$ cat src/rtl/fft4_stream.sv
// fft4_stream: streaming 4-point radix-2 FFT / IFFT core.
//
// Collects a frame of four complex samples over a valid/ready input stream,
// runs two registered butterfly stages, then emits the four bins serially
// over a valid/ready output stream. The mode is chosen per frame:
// forward (unscaled) or inverse (each component divided by 4).
//
// Ports:
//   clk, rst              clock (rising edge), async active-high reset
//   in_valid / in_ready   input sample handshake
//   in_inv                mode for the frame, sampled with sample 0 only
//   in_re / in_im         signed DW-bit sample
//   out_valid / out_ready output bin handshake
//   out_re / out_im       signed OW-bit bin value
//   out_idx / out_last    bin index 0..3, last flag on bin 3
//
// Build option:
//   FFT4_ROUND_EN  inverse divide-by-4 rounds half away from zero instead of
//                  truncating toward zero. Forward mode is unaffected.

// Divide-by-4 lane for inverse mode; passes the value through in forward mode.
module fft4_scale #(
    parameter int W  = 10,
    parameter int OW = 10
) (
    input  logic                 inv,
    input  logic signed [W-1:0]  v,
    output logic signed [OW-1:0] y
);
    logic signed [W:0] ve;
    logic signed [W:0] q;
`ifdef FFT4_ROUND_EN
    logic signed [W:0] mag;
`endif

    always_comb begin
        // One extra bit so negating the most negative value cannot wrap.
        ve = {v[W-1], v};
`ifdef FFT4_ROUND_EN
        mag = ve[W] ? -ve : ve;
        q   = (mag + $signed((W+1)'(2))) >>> 2;
        if (ve[W]) q = -q;
`else
        // Bias negatives by 3 so the arithmetic shift truncates toward zero.
        q = ve[W] ? ((ve + $signed((W+1)'(3))) >>> 2) : (ve >>> 2);
`endif
        y = inv ? OW'(q) : OW'(v);
    end
endmodule

module fft4_stream #(
    parameter int DW = 8,
    parameter int OW = DW + 2
) (
    input  logic                 clk,
    input  logic                 rst,
    input  logic                 in_valid,
    output logic                 in_ready,
    input  logic                 in_inv,
    input  logic signed [DW-1:0] in_re,
    input  logic signed [DW-1:0] in_im,
    output logic                 out_valid,
    input  logic                 out_ready,
    output logic signed [OW-1:0] out_re,
    output logic signed [OW-1:0] out_im,
    output logic [1:0]           out_idx,
    output logic                 out_last
);
    localparam int FW = DW + 2;

    typedef enum logic [1:0] {COLLECT, BFLY1, BFLY2, EMIT} state_t;
    state_t state, state_nx;

    logic [1:0]           cnt;
    logic                 inv;
    logic signed [DW-1:0] xr [4];
    logic signed [DW-1:0] xi [4];

    // Stage-1 butterfly results
    logic signed [DW:0] ar, ai, br, bi, cr, ci, dr, di;

    // Stage-2 full-precision results and their scaled versions
    logic signed [FW-1:0] fr [4];
    logic signed [FW-1:0] fi [4];
    logic signed [OW-1:0] sr [4];
    logic signed [OW-1:0] si [4];

    // Output bin buffer
    logic signed [OW-1:0] bre [4];
    logic signed [OW-1:0] bim [4];

    wire in_xfer   = in_valid && in_ready;
    wire out_xfer  = out_valid && out_ready;

    // State register
    always_ff @(posedge clk or posedge rst) begin
        if (rst) state <= COLLECT;
        else     state <= state_nx;
    end

    // Next-state logic
    always_comb begin
        state_nx = state;
        case (state)
            COLLECT: if (in_xfer && cnt == 2'd3) state_nx = BFLY1;
            BFLY1:   state_nx = BFLY2;
            BFLY2:   state_nx = EMIT;
            EMIT:    if (out_xfer && out_last) state_nx = COLLECT;
            default: state_nx = COLLECT;
        endcase
    end

    // Output logic: input side only depends on state, never on out_ready.
    always_comb begin
        in_ready = (state == COLLECT);
    end

    // Stage 2: combine a/c and b/d; the +-j rotation swaps with the mode.
    always_comb begin
        fr[0] = FW'(ar) + FW'(cr);
        fi[0] = FW'(ai) + FW'(ci);
        fr[2] = FW'(ar) - FW'(cr);
        fi[2] = FW'(ai) - FW'(ci);
        if (!inv) begin
            fr[1] = FW'(br) + FW'(di);
            fi[1] = FW'(bi) - FW'(dr);
            fr[3] = FW'(br) - FW'(di);
            fi[3] = FW'(bi) + FW'(dr);
        end else begin
            fr[1] = FW'(br) - FW'(di);
            fi[1] = FW'(bi) + FW'(dr);
            fr[3] = FW'(br) + FW'(di);
            fi[3] = FW'(bi) - FW'(dr);
        end
    end

    for (genvar g = 0; g < 4; g++) begin : g_lane
        fft4_scale #(.W(FW), .OW(OW)) u_re (.inv(inv), .v(fr[g]), .y(sr[g]));
        fft4_scale #(.W(FW), .OW(OW)) u_im (.inv(inv), .v(fi[g]), .y(si[g]));
    end

    always_ff @(posedge clk or posedge rst) begin
        if (rst) begin
            cnt       <= 2'd0;
            inv       <= 1'b0;
            ar <= '0; ai <= '0; br <= '0; bi <= '0;
            cr <= '0; ci <= '0; dr <= '0; di <= '0;
            for (int i = 0; i < 4; i++) begin
                xr[i]  <= '0;
                xi[i]  <= '0;
                bre[i] <= '0;
                bim[i] <= '0;
            end
            out_valid <= 1'b0;
            out_re    <= '0;
            out_im    <= '0;
            out_idx   <= 2'd0;
            out_last  <= 1'b0;
        end else begin
            case (state)
                COLLECT: begin
                    if (in_xfer) begin
                        xr[cnt] <= in_re;
                        xi[cnt] <= in_im;
                        if (cnt == 2'd0) inv <= in_inv;
                        cnt <= cnt + 2'd1;   // wraps to 0 after sample 3
                    end
                end
                BFLY1: begin
                    ar <= (DW+1)'(xr[0]) + (DW+1)'(xr[2]);
                    ai <= (DW+1)'(xi[0]) + (DW+1)'(xi[2]);
                    br <= (DW+1)'(xr[0]) - (DW+1)'(xr[2]);
                    bi <= (DW+1)'(xi[0]) - (DW+1)'(xi[2]);
                    cr <= (DW+1)'(xr[1]) + (DW+1)'(xr[3]);
                    ci <= (DW+1)'(xi[1]) + (DW+1)'(xi[3]);
                    dr <= (DW+1)'(xr[1]) - (DW+1)'(xr[3]);
                    di <= (DW+1)'(xi[1]) - (DW+1)'(xi[3]);
                end
                BFLY2: begin
                    for (int i = 0; i < 4; i++) begin
                        bre[i] <= sr[i];
                        bim[i] <= si[i];
                    end
                end
                EMIT: begin
                    // First EMIT cycle loads bin 0 into the registered outputs,
                    // so out_valid rises three edges after the last input.
                    if (!out_valid) begin
                        out_valid <= 1'b1;
                        out_re    <= bre[0];
                        out_im    <= bim[0];
                        out_idx   <= 2'd0;
                        out_last  <= 1'b0;
                    end else if (out_ready) begin
                        if (out_last) begin
                            out_valid <= 1'b0;
                            out_re    <= '0;
                            out_im    <= '0;
                            out_idx   <= 2'd0;
                            out_last  <= 1'b0;
                        end else begin
                            out_re    <= bre[out_idx + 2'd1];
                            out_im    <= bim[out_idx + 2'd1];
                            out_idx   <= out_idx + 2'd1;
                            out_last  <= (out_idx == 2'd2);
                        end
                    end
                end
                default: ;
            endcase
        end
    end
endmodule

$ cat config.mk
export PLATFORM = sky130hd
export DESIGN_NAME = fft4_stream
export DESIGN_NICKNAME = d
export VERILOG_FILES = /design/src/rtl/fft4_stream.sv
export SDC_FILE = /design/constraint.sdc
export NUM_CORES = 1
export LEC_CHECK = 0
export CAP_MARGIN = 20
export CORE_MARGIN = 8
export CORE_UTILIZATION = 44
export CTS_BUF_LIST = sky130_fd_sc_hd__clkbuf_16
export DETAILED_ROUTE_END_ITERATION = 10
export REMOVE_ABC_BUFFERS = 1
export SYNTH_ARGS = -nofsm -noshare
export SYNTH_HDL_FRONTEND = slang
export SYNTH_SLANG_ARGS = --single-unit
$ cat constraint.sdc
create_clock -name clk -period 25.3 [get_ports clk]
set_input_delay 5.06 -clock clk [delete_from_list [all_inputs] [get_ports clk]]
set_output_delay 5.06 -clock clk [all_outputs]
set_load 0.01 [all_outputs]
# After elaboration in Yosys (flattened, before gate mapping)
# Index checks and enable logic that the tools add are counted.
# W data, S select, Z words.
[classes] add_sub_neg=26 multipliers=0 div=0 n_lt_le_gt_ge=3 n_eq_ne=8 n_shift=0 n_mux=48 bitwise_logic=2 n_reduce_logical=11
[ops] operator="$mux W10" count=30
[ops] operator="$add A10 B3 Y11 const B" count=8
[ops] operator="$bwmux W32" count=2
[ops] operator="$add A9 B9 Y10" count=4
[ops] operator="$bmux W10 S2" count=2
[ops] operator="$sub A9 B9 Y10" count=4
[ops] operator="$add A8 B8 Y9" count=4
[ops] operator="$sub A8 B8 Y9" count=4
[ops] operator="$demux W8 S2" count=1
[ops] operator="$mux W2" count=5
[ops] operator="$eq A2 B2 Y1 const B" count=4
[ops] operator="$mux W8" count=1
[ops] operator="$pmux W2 S4" count=1
[ops] operator="$ge A3 B3 Y1 const B" count=2
[ops] operator="$mux W1" count=6
[ops] operator="$not A2 Y3" count=2
[ops] operator="$reduce_and A2 Y1" count=3
[ops] operator="$logic_and A1 B1 Y1" count=5
[ops] operator="$add A2 B1 Y2 const B" count=2
[ops] operator="$logic_not A2 Y1" count=2
[ops] operator="$ne A2 B1 Y1 const B" count=2
[ops] operator="$lt A3 B1 Y1 const B" count=1
[ops] operator="$reduce_and A3 Y1" count=1
[ops] operator="$eq A2 B1 Y1 const B" count=1
[ops] operator="$ne A2 B2 Y1 const B" count=1
[totals] register_bits=245 latch_bits=0 mem_bits_rw=0 romBits=0 in_bits=21 memories=0

# Depth between registers and ports, before layout
[depth] depth_word=8 ltp_mapped=12

# By module
# Synthesis repeated with hierarchy kept, for this count alone.
[unflattened] cells_unflattened=1910 hier_area_um2=17905.9
[by_module_without_submodules] mod="fft4_stream" n_inst=1 cells_each=1518 area_each_um2=15493.6 seq_area_each_um2=6030.8
[by_module_without_submodules] mod="fft4_scale" n_inst=8 cells_each=49 area_each_um2=301.5 seq_area_each_um2=0.0

# Worst setup path after synthesis
# OpenSTA, ideal clock, no wires.
[synth_timing] path_kind="input to register" startpoint="input in_valid" endpoint="register xi[24] (netlist bit)" arrival_ps=6160 required_time_ps=25175 slack_ps=19015 stages=4 n_path_buf=2 cell_sequence="clkbuf_1 > nand3_1 > clkbuf_1 > mux2_2"
[synth_via] elab_chain_len=2
[synth_lines] element="start, declared" line="57" rtl="input logic in_valid,"
[synth_lines] element="$logic_and A1 B1 Y1" line="92" rtl="wire in_xfer = in_valid && in_ready;"
[synth_lines] element="$reduce_and A2 Y1 (no line)"
[synth_lines] element="end signal, assigned by index" line="164" rtl="xi[cnt] <= in_im;"
[synth_lines] element="end, declared" line="77" rtl="logic signed [DW-1:0] xi [4];"
# Every way passes these cells.
# A chain may end at the register's enable or synchronous reset.

# Worst setup path in the final report
[layout_timing] startpoint="register state[0]" endpoint="output in_ready"
[layout_via] elab_chain_len=1
[layout_lines] element="start, declared" line="72" rtl="state_t state, state_nx;"
[layout_lines] element="start signal, assigned" line="98" rtl="else state <= state_nx;"
[layout_lines] element="$logic_not A2 Y1" line="115" rtl="in_ready = (state == COLLECT);"
[layout_lines] element="end, declared" line="58" rtl="output logic in_ready,"
# Every way passes these cells.

==> flow_summary.ini <==
[timing]
hold_violations = 0
max-slew-margin-rel_pct = 26.7
tightest_slew_ns = 1.10
fin_crit_ns = 7.13
max_clock_freq_mhz = 140
setup_viol = 0
min_period_over_period_pct = 28.2
clock_skew_ns = 0.0286
rsz0062_at_grt = false
slew_viol_final = 0
tns_ns = 0

[floorplan]
fp-row-count = 73
die_area_sq_um = 46200
die_w_um = 215
die_h_um = 215
ioPinCount = 46
start_util_pct = 44.2
core_sq_um = 39400

[cells_and_area]
area_growth_pct = 11.1
nets = 2072
num_antenna_cells = 0
drive_above_1_share_pct = 9.52

[global_routing]
grt_max_degree = 105
grt_pass1_wl_um = 76100
antenna_found_initial = 0
gr-usage-all-layers_pct = 20.2
grt_pass1_vias = 13703
grt_overflow = 0

[placement]
io_buffers = 45
place.gp.congestion = 0.862
hpwlAfterDp_um = 35000

[clocking]
clk_pin_slew_ns = 0.06
cts_sinks = 241
cts.hold.buffers_added = 0
clock_latency_ns = 0.58
cts-resized-gates = 0
cts_max_level = 1
cts_setup_buffers = 0
cts_root_buffer = clkbuf_16
cts_made_buffers = 28
cts_buffer_depth = 3
cts_tree = yes

[routing]
wl_per_cell_um = 19.5
wl_um = 47500
remaining_drc_errors = 0
vias_per_cell = 5.67
ant_nets = 0
dr.first_iter.drc_count = 1100
num_vias = 13807
dr.pass1.iters = 6

[synth]
synthArstFlopShare_pct = 100
synth_edf_count = 0
ys_types = 77
syn_inst = 1890
synth_top_flop_cell = dfrtp_1
ys_seq_area_share_pct = 34.7
yosysWarnings = 0
syn_area_per_cell_sq_um = 9.21
syn_area_sq_um = 17400
synth_seq_cells = 241

[critical_path]
cp.arrival_ns = 2.07
path_class = flop to output pin
cp-start-kind = flop
cp-end-kind = output pin
cp_max_fo = 8
cp.required_ns = 20.24

[hold_path]
hold_path_class = flop to flop

[outcome]
outcome = finished clean

[flow_run]
drv_cap = 0
worst max-delay path, stage by stage, from the launching register on:
cell and delay [ns]:
dfrtp_1 0.45, inv_1 0.12, ha_1 0.34, clkdlybuf4s50_1 0.61
sequential cells by signal, indices dropped and copies added, names as in the netlist, 8 cells and up:
signal,flops
ci,9
xi,32
out_re,10
cr,9
bre,40
bim,40
br,8
di,8
bi,8
ai,9
out_im,10
xr,32
ar,9
dr,8
final cells by class:
class	count	area, sq um
multi-input combinational	1403	10500
fill	3741	20000
clock buffer	29	726
tap	525	657
clock inverter	22	253
inverter	155	589
timing repair buffer	61	606
sequential	241	6030
routing by layer:
layer | up-vias | global-route usage [%] | share of wire [%]
met3 | 59 | 2.49 | 4.6
met2 | 310 | 32.6 | 46
li1 | 6700 | - | -
met4 | 0 | 6.51 | 2.5
met5 | - | 0 | 0
met1 | 6738 | 27.8 | 46
logic make-up after synthesis:
logic type / Yosys count / synth area share (%)
adder cells (fa/ha/maj): 161 / 12.3
AND/OR/NAND/NOR: 490 / 13.4
XOR/XNOR: 122 / 6.14
flip-flops: 241 / 34.7
AO/OA/AOI/OAI: 506 / 19.0
buffers and inverters: 246 / 5.34
multiplexers: 124 / 9.28
cells in the mapped netlist (all sizes together) (22+ instances only):
| cell type | instances | area (sq um) |
|---|---|---|
| a21o | 22 | 166 |
| nand3 | 32 | 160 |
| clkbuf | 80 | 300 |
| a21oi | 134 | 671 |
| nand2b | 25 | 156 |
| mux4 | 22 | 495 |
| xnor2 | 91 | 797 |
| o21ai | 127 | 636 |
| nand2 | 122 | 458 |
| ha | 145 | 1810 |
| nor2b | 34 | 213 |
| xor2 | 31 | 272 |
| dfrtp | 241 | 6030 |
| inv | 153 | 574 |
| mux2i | 23 | 230 |
| nor3 | 37 | 185 |
| mux2 | 79 | 890 |
| a22oi | 33 | 248 |
| nor2 | 162 | 608 |
placed cells by master, fill, tap and decap left out, types with 14 or more instances in the layout:
master / netlist / layout
nor3_1: 37 / 37
o21ai_0: 126 / 126
nand2_1: 122 / 122
a31oi_1: 19 / 19
nand3_1: 32 / 32
ha_1: 145 / 143
a211oi_1: 14 / 14
a21o_1: 21 / 21
fa_1: 16 / 16
mux4_2: 22 / 22
mux2_2: 79 / 79
nand2b_1: 25 / 25
clkbuf_16: 0 / 29
or3_1: 16 / 16
xor2_1: 31 / 31
a21oi_1: 134 / 134
a22oi_1: 33 / 33
xnor2_1: 91 / 91
nor2b_1: 34 / 34
o221ai_1: 14 / 14
inv_1: 152 / 159
nor2_1: 162 / 162
clkdlybuf4s50_1: 0 / 45
mux2i_1: 23 / 23
dfrtp_1: 241 / 240
worst paths after layout:
path / endpoint / from / slack [ns] / depth (start not counted)
setup / recovery: in_ready / state[0] / 18.17 / 3
hold / removal: out_re[9] / out_re[9] / 0.48 / 2
setup reg to reg: bre[29] / ci[0] / 21.34 / 10
hold reg to reg: out_re[9] / out_re[9] / 0.48 / 2
max in group asynchronous: xi[28] / rst / 18.80 / 3
min in group asynchronous: bim[8] / rst / 4.98 / 2
through the flow:
stage | instance area, sq um | hold WS, ns | utilization (%) | instances | setup slack (ns)
floorplan | 17100 | 0.442 | - | 1799 | 13.62
global placement | 18300 | 0.458 | 46.5 | 2382 | 18.14
detailed placement | 18300 | 0.469 | 46.5 | 2382 | 18.10
CTS | 19300 | 0.482 | 49.0 | 2433 | 18.15
global route | 19300 | 0.503 | 49.1 | 2436 | 18.09
finish | 19300 | 0.476 | 49.1 | 2436 | 18.17
Power is not shown: default switching activity piles up to over one toggle a cycle in this logic, so the estimate is an artifact.
